**src/rtl/rsp_s1_prep_rd.sv**
```systemverilog
// rsp_s1_prep_rd: stage-1 differentiator feeder.
// Reads one frame of DATA_NUM packed RAM words and unpacks each word into
// BURST_LEN half-width samples. Each beat is presented with valid/last, and a
// per-frame mode flag is held for the whole frame. The read strobe and a last
// tag travel alongside the RAM latency so that the returned data can be
// captured.
module rsp_s1_prep_rd #(
    parameter int READ_RAM_WIDTH = 128,
    parameter int SAMPLE_WIDTH   = 32,
    parameter int DATA_NUM       = 1024,
    parameter int BURST_LEN      = 8,
    parameter int ADDR_WIDTH     = 10,
    parameter int RAM_LATENCY    = 2
) (
    input  logic                                           clk,
    input  logic                                           rst,
    input  logic                                           i_start,
    input  logic                                           i_switch,
    input  logic [ADDR_WIDTH-1:0]                          i_base_addr,
    input  logic                                           i_pause,
    output logic                                           o_ram_rd_en,
    output logic [ADDR_WIDTH-1:0]                          o_ram_rd_addr,
    input  logic [READ_RAM_WIDTH-1:0]                      i_ram_rd_data,
    output logic [BURST_LEN-1:0][SAMPLE_WIDTH/2-1:0]       o_x0_data,
    output logic                                           o_x0_valid,
    output logic                                           o_x0_last,
    output logic                                           o_switch,
    output logic                                           o_busy,
    output logic                                           o_done
);

    localparam int HALF  = SAMPLE_WIDTH / 2;
    localparam int CNT_W = (DATA_NUM > 1) ? $clog2(DATA_NUM) : 1;
    localparam logic [CNT_W-1:0] LAST_BEAT = CNT_W'(DATA_NUM - 1);

    typedef enum logic [1:0] {
        IDLE,
        READ,
        DRAIN,
        DONE
    } state_t;

    state_t                 state;
    logic [CNT_W-1:0]       beat_cnt;
    logic                   issue_last;
    logic [RAM_LATENCY-1:0] pipe_vld;
    logic [RAM_LATENCY-1:0] pipe_last;

    // Read issue: a read goes out on every unpaused READ cycle. o_ram_rd_addr
    // always shows the next address, so a pause holds it in place.
    always_comb begin
        o_ram_rd_en = (state == READ) && !i_pause;
        issue_last  = o_ram_rd_en && (beat_cnt == LAST_BEAT);
    end

    // Frame FSM: start capture, read issue and counting, drain wait, done pulse.
    always_ff @(posedge clk) begin
        if (rst) begin
            state         <= IDLE;
            beat_cnt      <= '0;
            o_ram_rd_addr <= '0;
            o_switch      <= 1'b0;
            o_busy        <= 1'b0;
            o_done        <= 1'b0;
        end else begin
            o_done <= 1'b0;
            case (state)
                IDLE: begin
                    if (i_start) begin
                        o_switch      <= i_switch;
                        o_ram_rd_addr <= i_base_addr;
                        beat_cnt      <= '0;
                        o_busy        <= 1'b1;
                        state         <= READ;
                    end
                end
                READ: begin
                    if (o_ram_rd_en) begin
                        // The address register wraps modulo 2^ADDR_WIDTH.
                        o_ram_rd_addr <= o_ram_rd_addr + ADDR_WIDTH'(1);
                        beat_cnt      <= beat_cnt + CNT_W'(1);
                        if (beat_cnt == LAST_BEAT) begin
                            state <= DRAIN;
                        end
                    end
                end
                DRAIN: begin
                    // The pipeline is empty once the tagged last beat has been output.
                    if (o_x0_valid && o_x0_last) begin
                        o_done <= 1'b1;
                        o_busy <= 1'b0;
                        state  <= DONE;
                    end
                end
                DONE: begin
                    state <= IDLE;
                end
                default: begin
                    state <= IDLE;
                end
            endcase
        end
    end

    // Latency pipeline and output register: strobe/last tag are delayed by
    // RAM_LATENCY, then the returned word is unpacked and registered.
    always_ff @(posedge clk) begin
        if (rst) begin
            pipe_vld   <= '0;
            pipe_last  <= '0;
            o_x0_valid <= 1'b0;
            o_x0_last  <= 1'b0;
            o_x0_data  <= '0;
        end else begin
            pipe_vld[0]  <= o_ram_rd_en;
            pipe_last[0] <= issue_last;
            for (int unsigned i = 1; i < RAM_LATENCY; i++) begin
                pipe_vld[i]  <= pipe_vld[i-1];
                pipe_last[i] <= pipe_last[i-1];
            end
            o_x0_valid <= pipe_vld[RAM_LATENCY-1];
            o_x0_last  <= pipe_last[RAM_LATENCY-1];
            if (pipe_vld[RAM_LATENCY-1]) begin
                for (int unsigned k = 0; k < BURST_LEN; k++) begin
                    o_x0_data[k] <= i_ram_rd_data[k*HALF +: HALF];
                end
            end
        end
    end

endmodule

```
**config.mk**
```make
export PLATFORM = sky130hd
export DESIGN_NAME = rsp_s1_prep_rd
export DESIGN_NICKNAME = d
export VERILOG_FILES = /design/src/rtl/rsp_s1_prep_rd.sv
export SDC_FILE = /design/constraint.sdc
export NUM_CORES = 1
export LEC_CHECK = 0
export ABC_CLOCK_PERIOD_IN_PS = 1840
export CAP_MARGIN = 20
export CELL_PAD_IN_SITES_DETAIL_PLACEMENT = 1
export CELL_PAD_IN_SITES_GLOBAL_PLACEMENT = 1
export CORE_AREA = 2 2 153 155
export CTS_CLUSTER_SIZE = 24
export DETAILED_ROUTE_END_ITERATION = 7
export DIE_AREA = 0 0 155 157
export MAX_ROUTING_LAYER = met4
export PLACE_DENSITY_LB_ADDON = 0.1
export SYNTH_ARGS = -nofsm -noshare
export SYNTH_HDL_FRONTEND = slang
export SYNTH_SLANG_ARGS = --single-unit
```
**constraint.sdc**
```tcl
create_clock -name clk -period 1.84 [get_ports clk]
set_input_delay 0.368 -clock clk [delete_from_list [all_inputs] [get_ports clk]]
set_output_delay 0.368 -clock clk [all_outputs]
set_load 0.01 [all_outputs]
```
### Word-level counts from Yosys, hierarchy flattened

Index checks and enable logic that the tools add are counted.

| word-level totals | value |
|---|---|
| flip-flop bits (word level) | 159 |
| input port bits | 143 |
| output and inout port bits | 144 |
| logic and storage cells | 56 |

| cells by class | value |
|---|---|
| add/subtract/negate cells | 2 |
| equal/unequal tests | 8 |
| mux-type cells | 15 |
| bitwise gates (word level) | 1 |
| reduce and logical (&&, ||, !) cells | 12 |

Operator list:

| cell | count |
|---|---|
| $mux W10 | 4 |
| $pmux W10 S2 | 2 |
| $add A10 B1 Y10 const B | 2 |
| $eq A10 B10 Y1 const B | 1 |
| $mux W2 | 4 |
| $pmux W2 S4 | 1 |
| $ne A2 B2 Y1 const B | 3 |
| $reduce_and A3 Y1 | 2 |
| $eq A2 B2 Y1 const B | 2 |
| $reduce_and A4 Y1 | 1 |
| $reduce_bool A2 Y1 | 2 |
| $logic_and A1 B1 Y1 | 3 |
| $mux W1 | 3 |
| $eq A2 B1 Y1 const B | 1 |
| $logic_not A2 Y1 | 1 |
| $ne A2 B1 Y1 const B | 1 |
| $pmux W1 S2 | 1 |
| $reduce_and A2 Y1 | 1 |
| $reduce_or A2 Y1 | 1 |
| $logic_not A1 Y1 | 1 |
| $not A1 Y1 | 1 |

### Longest topological paths before layout

Gate-level depths: netlist of the first run.

| depth | value |
|---|---|
| depth after elaboration | 4 |
| mapped depth | 8 |
| mapped depth without buffers | 6 |

### Worst setup path after synthesis of the first run

Ideal clock, no wire load.

| timing | value |
|---|---|
| path kind | register to register |
| start | register state[0] |
| end | register o_ram_rd_addr[9] |
| arrival time | 1.742 ns |
| required time | 1.766 ns |
| slack | 0.024 ns |
| cell stages (with the launch flop) | 8 |
| clock period less this slack | 1.816 ns |
| path through | dfxtp_1 > inv_1 > ha_1 > buf_4 > mux2_4 > nand2_1 > or4_1 > a31oi_1 |

| on the way | value |
|---|---|
| longest elaborated chain between the ends | 4 |

RTL lines:

| item | RTL line | RTL |
|---|---|---|
| start: declaration | 43 | `state_t state;` |
| start signal: assignment | 59 | `state <= IDLE;` |
| start signal: assignment | 74 | `state <= READ;` |
| start signal: assignment | 83 | `state <= DRAIN;` |
| $eq A2 B1 Y1 | 52, 67 |  |
| $logic_and A1 B1 Y1 | 52 | `o_ram_rd_en = (state == READ) && !i_pause;` |
| $ne A2 B2 Y1 (no source line) | - |  |
| $reduce_and A3 Y1 (no source line) | - |  |
| end signal: assignment | 71 | `o_ram_rd_addr <= i_base_addr;` |
| end signal: assignment | 80 | `o_ram_rd_addr <= o_ram_rd_addr + ADDR_WIDTH'(1);` |
| end: declaration | 22 | `output logic [ADDR_WIDTH-1:0] o_ram_rd_addr,` |

Several ways; a longest one is shown, not always the timed one.
A chain may end at the register's enable or synchronous reset.

### Final worst setup path of the first run

| timing | value |
|---|---|
| start | register state[1] |
| end | output port o_ram_rd_en |

| on the way | value |
|---|---|
| longest elaborated chain between the ends | 2 |

RTL lines:

| item | RTL line | RTL |
|---|---|---|
| $eq A2 B1 Y1 | 52 |  |
| $logic_and A1 B1 Y1 | 52 |  |
| end: declaration | 21 | `output logic o_ram_rd_en,` |

Every way passes these cells.

==> results of run 1 <==
-- Yosys cell counts, drive strengths merged (3+ instances only) --
library cell | n | area [um^2]
xor2 | 4 | 35.0
o21ai | 15 | 75.1
clkbuf | 19 | 72.6
or4 | 4 | 30.0
dfxtp | 159 | 3180
inv | 6 | 22.5
nand2b | 5 | 31.3
o211ai | 4 | 30.0
nand4 | 4 | 25.0
nand3 | 11 | 55.1
and2 | 4 | 25.0
nor2b | 8 | 50.1
nand2 | 20 | 77.6
ha | 6 | 75.1
buf | 19 | 106
a21oi | 16 | 83.8
a31oi | 3 | 18.8
nor3 | 7 | 35.0
mux2i | 130 | 1300
nor2 | 138 | 518
-- metal layers --
metal  track usage, %  wire [um]  vias to the layer above  part of all wire [%]
met3             4.79       1360                       24                   6.8
met5                -          0                        -                     0
li1                 -          -                     2677                     -
met1             19.3       8610                     2591                    43
met2             28.5       9790                      200                    49
met4             5.42        354                        0                   1.8
-- sequential cells by signal, indices dropped and copies added, names as in the netlist --
signal,cells
o_ram_rd_addr,10
state,2
o_x0_last,1
o_x0_data,128
pipe_last,2
beat_cnt,10
o_done,1
pipe_vld,2
o_busy,1
o_x0_valid,1
o_switch,1
-- through the flow --
stage	hold WS (ps)	instance area [um^2]	std cells	util (%)	worst slack [ps]
6_report	402	10100	1207	44.7	72.8
3_5_place_dp	429	9410	1175	41.8	-181
4_1_cts	378	10000	1207	44.6	0.988
5_1_grt	410	10100	1207	44.7	-11.3
2_1_floorplan	414	6060	608	-	24.3
3_3_place_gp	428	9410	1175	41.8	-139
-- final cells by class --
cell class	instances	area (um^2)
fill	2512	12400
sequential	159	3190
clock buffer	19	433
tap	285	357
multi-input combinational	404	2700
timing repair buffer	320	3170
inverter	7	26.3
clock inverter	13	179
-- logic make-up (layout without fill, tap and decap cells) --
group,Yosys count,in the layout,synth area share (%)
buf+inv,45,359,3.38
compound gates,52,52,5.37
simple gates,211,211,15.2
mux,131,131,21.7
flops,159,159,52.5
fa+ha+maj,6,6,1.24
xor+xnor,4,4,0.578
-- power by group through the flow --
stage                     Combinational, mW  Clock [mW]  Sequential (mW)
final                                  2.37        3.67             3.80
after detailed placement               2.37           0             3.87
after CTS                              2.40        3.80             3.81
after floorplan                       0.977           0             3.96
after global routing                   2.59        3.95             3.83
after global placement                 2.30           0             3.86
-- path summary, 6_finish.rpt --
check | end | slack [ps] | depth (start not counted)
setup / recovery | o_ram_rd_en | 70 | 5
hold / removal | beat_cnt[3] | 400 | 4
setup reg to reg | o_ram_rd_addr[9] | 90 | 6
hold reg to reg | pipe_vld[1] | 440 | 1
-- repair_timing --
item / in CTS / in global routing
setup buffers: 0 / 0
setup endpoints to repair: 6 / 18
gates resized for setup: 11 / 6
pin swaps: 0 / 0
-- worst max-delay path, delay by kind of cell, from the launching register on --
kind,cells,cell delay [ps]
adder cells (fa/ha/maj),1,190
buffers and inverters,3,400
flip-flops,1,330
AND/OR/NAND/NOR,1,60
==> key figures, run 1 <==
Run status
  – Status: complete, no violations

Floorplan
  – Io pins: 287
  – Chip Height: 157 um
  – Core area: 22500 um^2
  – Row Count: 55
  – Initial Utilization: 26.9%
  – Die width: 155 um
  – Die area: 24300 um^2

Cells and area
  – Most common cell after layout, fill and taps aside: clkdlybuf4s50_1
  – Share of layout cells above drive strength 1: 9.00%
  – Inserted Diodes: 0
  – Area Overhead vs Synth: 65.9%
  – Layout Nets: 1058
  – Most frequent cells in the layout: clkdlybuf4s50_1 (279), dfxtp_1 (154), nor2_1 (138)

Synth
  – Ys async rst share: 0%
  – Sequential share of the synthesized area: 52.5%
  – Synthesized cell area: 6060 um^2
  – YS warnings: 0
  – Seq cells post-synth: 159
  – Number of flops mapped to enable cells by yosys: 0
  – Cell variety after synth: 49
  – Mean Syn Cell Area: 9.97 um^2
  – Main synth FF type: dfxtp_1
  – Net Count, Synth: 757
  – Mapped Cells: 608

Clock network
  – CTS Root Cell: clkbuf_16
  – Clock H-tree levels: 4
  – Clock buffer depth: 2
  – Num CTS Buffers: 17
  – TritonCTS Sinks: 159
  – CTS clk-pin slew, worst paths: 60 ps
  – Clock network latency to the later pin of the worst-skew pair: 420 ps
  – CTS tree: yes
  – Post-CTS Hold Fix Bufs: 0

Drt
  – Final WL: 20100 um
  – DRC Markers: 0
  – Vias per inst: 4.55
  – Routed len/inst: 16.7 um
  – Vias: 5492
  – Iter 0 DRT Violations: 181
  – DRT antenna net count: 0
  – Drt pass-1 iters: 4

Critical path
  – Req. time, crit path: 1470 ps
  – Data arrival time of the critical path: 1400 ps
  – R2r startpoint: state[0]
  – Cell Chain, Critical Path: inv_2 -> ha_4 -> nand2b_4 -> inv_1 -> dlygate4sd2_1
  – Crit Path Max Fanout: 5
  – Crit path largest cell delay: 330 ps
  – Critical Path End Type: primary output
  – Crit Path Class: register to primary output
  – CP max-delay cell: dfxtp_2
  – Startpoint Class: register
  – Crit. Startpoint: state[1]

Worst hold path
  – Hold WC Path Type: primary input to register
  – Hold Crit Start: rst

Timing
  – # setup viols final: 0
  – Final hold vios: 0
  – Fin Setup TNS: 0 ps
  – Least-Margin Pin Slew: 552 ps
  – Max Clk Rate: 0.566 GHz
  – Period utilisation layout: 96.0%
  – Worst Skew: 11.4 ps
  – Final Critical Period: 1770 ps
  – Max-slew headroom: 63.2%
  – Slew Limit Fails: 0

GRT
  – Vias in the first global route: 5813
  – Antenna violations before repair: 0
  – Pin count of the biggest net entering global routing: 77
  – Grt ovf: 0
  – First-pass GRT wire length: 31300 um
  – Tot GR Track Use: 16.8%

Power and ir drop
  – Comb pwr share: 24.1%
  – Int Pwr: 7.12 mW
  – Clock power share: 37.3%
  – P per Cell Area: 979 nW/um^2
  – VDD IR-drop max: 0.500 mV
  – Net Sw Power: 2.73 mW
  – Overall power: 9.85 mW
  – Sequential power share: 38.6%
  – Static leakage: 3.59 nW
  – Switching share of total power: 27.7%

Placed design
  – HPWL after DPL: 15000 um
  – Count of input and output buffers: 286
  – GPL Wtd Cong: 0.801

Job
  – Maximum Capacitance Violations: 0
Power figures use the tool's default switching activity.
==> inputs of run 2 (changes only) <==
Settings changed: GPL_TIMING_DRIVEN from default to 0.
==> run 2 against run 1 <==
Sequential share of layout area grew 0.23 points. Clock power shrank 9.5%. Highest routed layer unchanged. Worst setup slack lost 21 ps.
==> key figures, run 2 (synthesis results as in run 1) <==
Run status
  – Status: complete, no violations

Floorplan
  – Chip Height: 157 um (unchanged)
  – Initial Utilization: 26.9% (unchanged)
  – Die width: 155 um (unchanged)
  – Io pins: 287 (unchanged)
  – Row Count: 55 (unchanged)
  – Die area: 24300 um^2 (unchanged)
  – Core area: 22500 um^2 (unchanged)

GRT
  – Tot GR Track Use: 17.2% (+0.40 points)
  – Vias in the first global route: 5882 (+1.2%)
  – Pin count of the biggest net entering global routing: 17 (-78%)
  – Antenna violations before repair: 1 (+1)
  – Grt ovf: 0 (unchanged)
  – First-pass GRT wire length: 32000 um (+2.0%)

Worst hold path
  – Hold WC Path Type: primary input to register

Clock network
  – CTS clk-pin slew, worst paths: 80 ps (+20 ps)
  – Num CTS Buffers: 17 (unchanged)
  – Clock network latency to the later pin of the worst-skew pair: 420 ps (about the same)
  – TritonCTS Sinks: 159 (unchanged)
  – CTS tree: yes
  – Clock H-tree levels: 4 (unchanged)
  – Clock buffer depth: 2 (unchanged)
  – CTS Root Cell: clkbuf_16

Drt
  – Met3 wire len: 1400 um (+2.9%)
  – Vias per inst: 4.56 (+0.16%)
  – DRC Markers: 0 (unchanged)
  – DR WL met2: 10600 um (+7.8%)
  – Routed len/inst: 17.3 um (+3.9%)
  – Iter 0 DRT Violations: 192 (+6.1%)
  – Final WL: 21100 um (+5.0%)
  – DR top layer: met4
  – Vias: 5560 (+1.2%)
  – DRT antenna net count: 0 (unchanged)
  – M1 WL: 8830 um (+2.6%)
  – Drt pass-1 iters: 5 (+1)

Cells and area
  – Max reg flops: 128 (unchanged)
  – Most frequent cells in the layout: clkdlybuf4s50_1 (282), dfxtp_1 (151), nor2_1 (138)
  – Post-route design area: 9990 um^2 (-0.67%)
  – Top flop regs: o_x0_data x128, beat_cnt x10, o_ram_rd_addr x10
  – Share of layout cells above drive strength 1: 9.74% (+0.74 points)
  – Non-filler cells, final: 1220 (+1.1%)
  – Layout fillers: 2538 (+1.0%)
  – Layout Nets: 1070 (+1.1%)
  – Most common cell after layout, fill and taps aside: clkdlybuf4s50_1
  – Biggest register: o_x0_data
  – Area Overhead vs Synth: 64.8%

Placed design
  – HPWL after DPL: 16300 um (+8.2%)
  – Cells after DPL: 1176 (+0.085%)
  – GPL Wtd Cong: 0.808 (+0.90%)
  – Count of input and output buffers: 283 (-1.0%)
  – Placed Area: 9250 um^2 (-1.7%)

Critical path
  – Req. time, crit path: 1470 ps (about the same)
  – Startpoint Class: register
  – WP buf/inv: 1 (-2)
  – CP max-delay cell: clkdlybuf4s50_1
  – Critical Path End Type: primary output
  – Cell Chain, Critical Path: clkdlybuf4s50_1
  – CP top delay family: buffers and inverters
  – Crit Path Class: register to primary output
  – Crit Path Max Fanout: 5 (unchanged)
  – Crit path largest cell delay: 570 ps (+240 ps)
  – Data arrival time of the critical path: 1420 ps (+20 ps)

Timing
  – Least-Margin Pin Slew: 735 ps (+184 ps)
  – Max Clk Rate: 0.559 GHz (-1.1%)
  – Hold Slack: 208 ps (-195 ps)
  – Fin Setup TNS: 0 ps (unchanged)
  – Slew Limit Fails: 0 (unchanged)
  – Final Critical Period: 1790 ps (+20.5 ps)
  – Final hold vios: 0 (unchanged)
  – Max-slew headroom: 51.0% (-12 points)
  – Period utilisation layout: 97.2% (+1.1 points)
  – # setup viols final: 0 (unchanged)
  – Worst Skew: 12.0 ps (+0.573 ps)
  – RSZ-0062 raised after global routing: yes

Power and ir drop
  – VDD IR-drop max: 0.474 mV (-5.2%)
  – P per Cell Area: 958 nW/um^2 (-2.1%)
  – Static leakage: 3.51 nW (-2.3%)

Job
  – Maximum Capacitance Violations: 0 (unchanged)
-- run 2: changes by cell type in the layout (fill, tap and decap cells not counted), moves of 4 or more --
cell,delta
buf_2,+15
dfxtp_2,+4
buf_4,-19
clkbuf_1,+15
buf_12,-4
-- run 2: per-layer routing --
| metal | vias up | track usage [%] |
|---|---|---|
| li1 | 2710 | - |
| met1 | 2630 | 19.4 |
| met2 | 203 | 29.9 |
| met3 | 17 | 4.87 |
| met4 | 0 | 4.76 |
| met5 | - | - |
-- run 2: area by class of cell --
cell class                      count  area (um^2)  area share [%]
Tap cell                          285          357            3.57
Inverter                            7         30.0           0.301
Timing Repair Buffer              294         2910            29.1
Multi-Input combinational cell    404         2750            27.6
Antenna cell                        1         2.50          0.0250
Buffer                             38          189            1.89
Sequential cell                   159         3190            32.0
Clock inverter                     14          128            1.28
Clock buffer                       18          429            4.30
-- run 2: stage by stage --
step	util, %	power, mW	worst slack, ps
after floorplan	-	4.93	24.3
after global placement	41.1	5.89	-193
after detailed placement	41.1	5.97	-287
after CTS	43.9	9.52	-46.8
after global routing	44.4	10.1	-13.2
final	44.4	9.58	52.2
-- run 2: final timing paths --
| path | start | to | slack, ps | cells past startpoint |
|---|---|---|---|---|
| max | o_ram_rd_addr[1] | o_ram_rd_addr[1] | 50 | 1 |
| min | rst | pipe_vld[0] | 210 | 2 |
| max reg2reg | state[1] | o_ram_rd_addr[9] | 80 | 8 |
| min reg2reg | pipe_last[1] | o_x0_last | 440 | 1 |
-- run 2: what timing repair did --
item / in CTS / in global routing
pin swaps: 1 / 3
hold buffers: 0 / 0
endpoints found under the hold margin: 0 / 0
setup endpoints to repair: 115 / 22
setup buffers: 5 / 6
resized for setup: 18 / 18
-- run 2: worst reg2reg max path: stages, from the launching register on --
cell	delay, ps
dfxtp_2	330
inv_2	90
ha_2	180
buf_6	130
buf_4	120
buf_4	110
nand2b_1	50
or4_1	510
a31oi_1	190
-- run 2: power breakdown --
| group | internal, mW | switching, mW |
|---|---|---|
| Sequential | 3.67 | 0.189 |
| Combinational | 1.27 | 1.13 |
| Clock | 1.78 | 1.55 |
| Total | 6.71 | 2.86 |
==> inputs of run 3 (changes only) <==
Settings changed: PLACE_DENSITY from default to 0.77, PLACE_DENSITY_LB_ADDON 0.1 to default.
==> run 3 against run 2 <==
Sequential share of layout area is 0.14 points higher. Sequential power about the same. Non-clock buffer count decreased by 6. Clock-buffer cell count stayed put. Largest cell class unchanged.
==> key figures, run 3 (synthesis results as in run 1) <==
Run status
  – Status: complete, no violations

Critical path
  – Critical Path Stages: 1 (unchanged)
  – FF-to-FF path depth: 8 (unchanged)
  – Cell Chain, Critical Path: clkdlybuf4s50_1
  – Crit Path Max Fanout: 6 (+1)
  – CP top delay family: buffers and inverters
  – Data arrival time of the critical path: 1390 ps (-30 ps)
  – Req. time, crit path: 1470 ps (about the same)
  – Crit path largest cell delay: 560 ps (about the same)
  – WP buf/inv: 1 (unchanged)
  – CP max-delay cell: clkdlybuf4s50_1
  – Startpoint Class: register
  – Crit Path Class: register to primary output
  – Critical Path End Type: primary output

Cells and area
  – Post-route design area: 9960 um^2 (-0.36%)
  – Inserted Diodes: 0 (-1)
  – Reg area: 3200 um^2 (about the same)
  – Most common cell after layout, fill and taps aside: clkdlybuf4s50_1
  – Final Core Density: 44.2% (-0.16 points)
  – Top flop regs: o_x0_data x128, beat_cnt x10, o_ram_rd_addr x10
  – Layout Nets: 1064 (-0.56%)
  – Biggest register: o_x0_data
  – Most frequent cells in the layout: clkdlybuf4s50_1 (281), dfxtp_1 (149), nor2_1 (138)
  – Area taken by multi-input logic gates: 2740 um^2 (-0.59%)
  – Area Overhead vs Synth: 64.2%
  – Layout fillers: 2499 (-1.5%)
  – Share of layout cells above drive strength 1: 9.05% (-0.69 points)
  – Max reg flops: 128 (unchanged)

Timing
  – RSZ-0062 raised after global routing: yes
  – Least-Margin Pin Slew: 795 ps (+59.9 ps)
  – Final Critical Period: 1760 ps (-32.2 ps)
  – Slew Limit Fails: 0 (unchanged)
  – Worst Skew: 13.8 ps (+1.85 ps)
  – Max Clk Rate: 0.570 GHz (+1.8%)
  – Period utilisation layout: 95.4% (-1.7 points)
  – Final hold vios: 0 (unchanged)
  – Hold Slack: 184 ps (-23.9 ps)
  – # setup viols final: 0 (unchanged)
  – Max-slew headroom: 47.0% (-4.0 points)

Drt
  – DRC Markers: 0 (unchanged)
  – Vias per inst: 4.57 (+0.31%)
  – Routed len/inst: 17.2 um (-0.60%)
  – Iter 0 DRT Violations: 157 (-18%)
  – Vias: 5545 (-0.27%)
  – Drt pass-1 iters: 4 (-1)
  – Final WL: 20900 um (-1.2%)
  – DRT antenna net count: 0 (unchanged)

GRT
  – Vias in the first global route: 5725 (-2.7%)
  – Grt ovf: 0 (unchanged)
  – First-pass GRT wire length: 31600 um (-1.1%)
  – Tot GR Track Use: 17.3% (+0.060 points)
  – Antenna violations before repair: 0 (-1)
  – Pin count of the biggest net entering global routing: 18 (+1)

Clock network
  – CTS clk-pin slew, worst paths: 70 ps (about the same)
  – CTS tree: yes
  – Clock H-tree levels: 4 (unchanged)
  – Clock network latency to the later pin of the worst-skew pair: 430 ps (about the same)
  – Clock buffer depth: 2 (unchanged)
  – TritonCTS Sinks: 159 (unchanged)
  – CTS Root Cell: clkbuf_16
  – Num CTS Buffers: 17 (unchanged)

Floorplan
  – Die area: 24300 um^2 (unchanged)
  – Io pins: 287 (unchanged)
  – Row Count: 55 (unchanged)
  – Die width: 155 um (unchanged)
  – Initial Utilization: 26.9% (unchanged)
  – Core area: 22500 um^2 (unchanged)
  – Chip Height: 157 um (unchanged)

Power and ir drop
  – VDD IR-drop max: 0.510 mV (+7.6%)
  – Static leakage: 3.50 nW (-0.24%)
  – P per Cell Area: 968 nW/um^2 (+1.0%)
  – Overall power: 9.64 mW (+0.63%)

Placed design
  – Placed Area: 9250 um^2 (unchanged)
  – GPL Wtd Cong: 0.807 (about the same)
  – Count of input and output buffers: 283 (unchanged)
  – HPWL after DPL: 15600 um (-4.2%)

Job
  – Maximum Capacitance Violations: 0 (unchanged)

Worst hold path
  – Hold WC Path Type: primary input to register
  – Hold path depth: 2 (unchanged)
run 3: cell type report:
type                       instances  area share (%)
sequential                       159            32.1
timing repair buffer             288            28.8
multi-input combinational        404            27.5
clock buffer                      18            4.41
tap                              285            3.58
buffer                            38            1.90
clock inverter                    14            1.42
inverter                           7           0.289
run 3: path summary, 6_finish.rpt:
check                    from               end  slack (ps)
min reg2reg       pipe_vld[0]       pipe_vld[1]         440
min                       rst       pipe_vld[0]         180
max reg2reg          state[1]  o_ram_rd_addr[9]          90
max          o_ram_rd_addr[7]  o_ram_rd_addr[7]          80
run 3: timing repair:
| item | 4_1_cts | 5_1_grt |
|---|---|---|
| endpoints found under the hold margin | 0 | 0 |
| cloned | 0 | 0 |
| resized for setup | 21 | 13 |
| setup endpoints to repair | 118 | 14 |
| setup buffers | 1 | 4 |
| hold buffers | 0 | 0 |
| pin swaps | 2 | 2 |
run 3: metal layers:
layer  part of all wire, %  up-vias  GRT usage (%)  wire length [um]
li1                      -     2690              -                 -
met1                    42     2628           19.4              8680
met2                    49      211           29.4             10200
met3                   8.4       16           6.03              1750
met4                   1.2        0           4.63               241
met5                     0        -              -                 0
run 3: per-stage QoR:
stage	TNS [ps]	cells	worst slack [ps]
final	0	1213	84.4
after detailed placement	-5530	1176	-271
after CTS	-135	1209	-51.7
after floorplan	0	608	24.3
after global placement	-4230	1176	-197
after global routing	-30.9	1213	-14.0
run 3: where the power goes:
part	switching, mW	internal [mW]
Clock	1.69	1.85
Sequential	0.191	3.67
Combinational	1.06	1.18
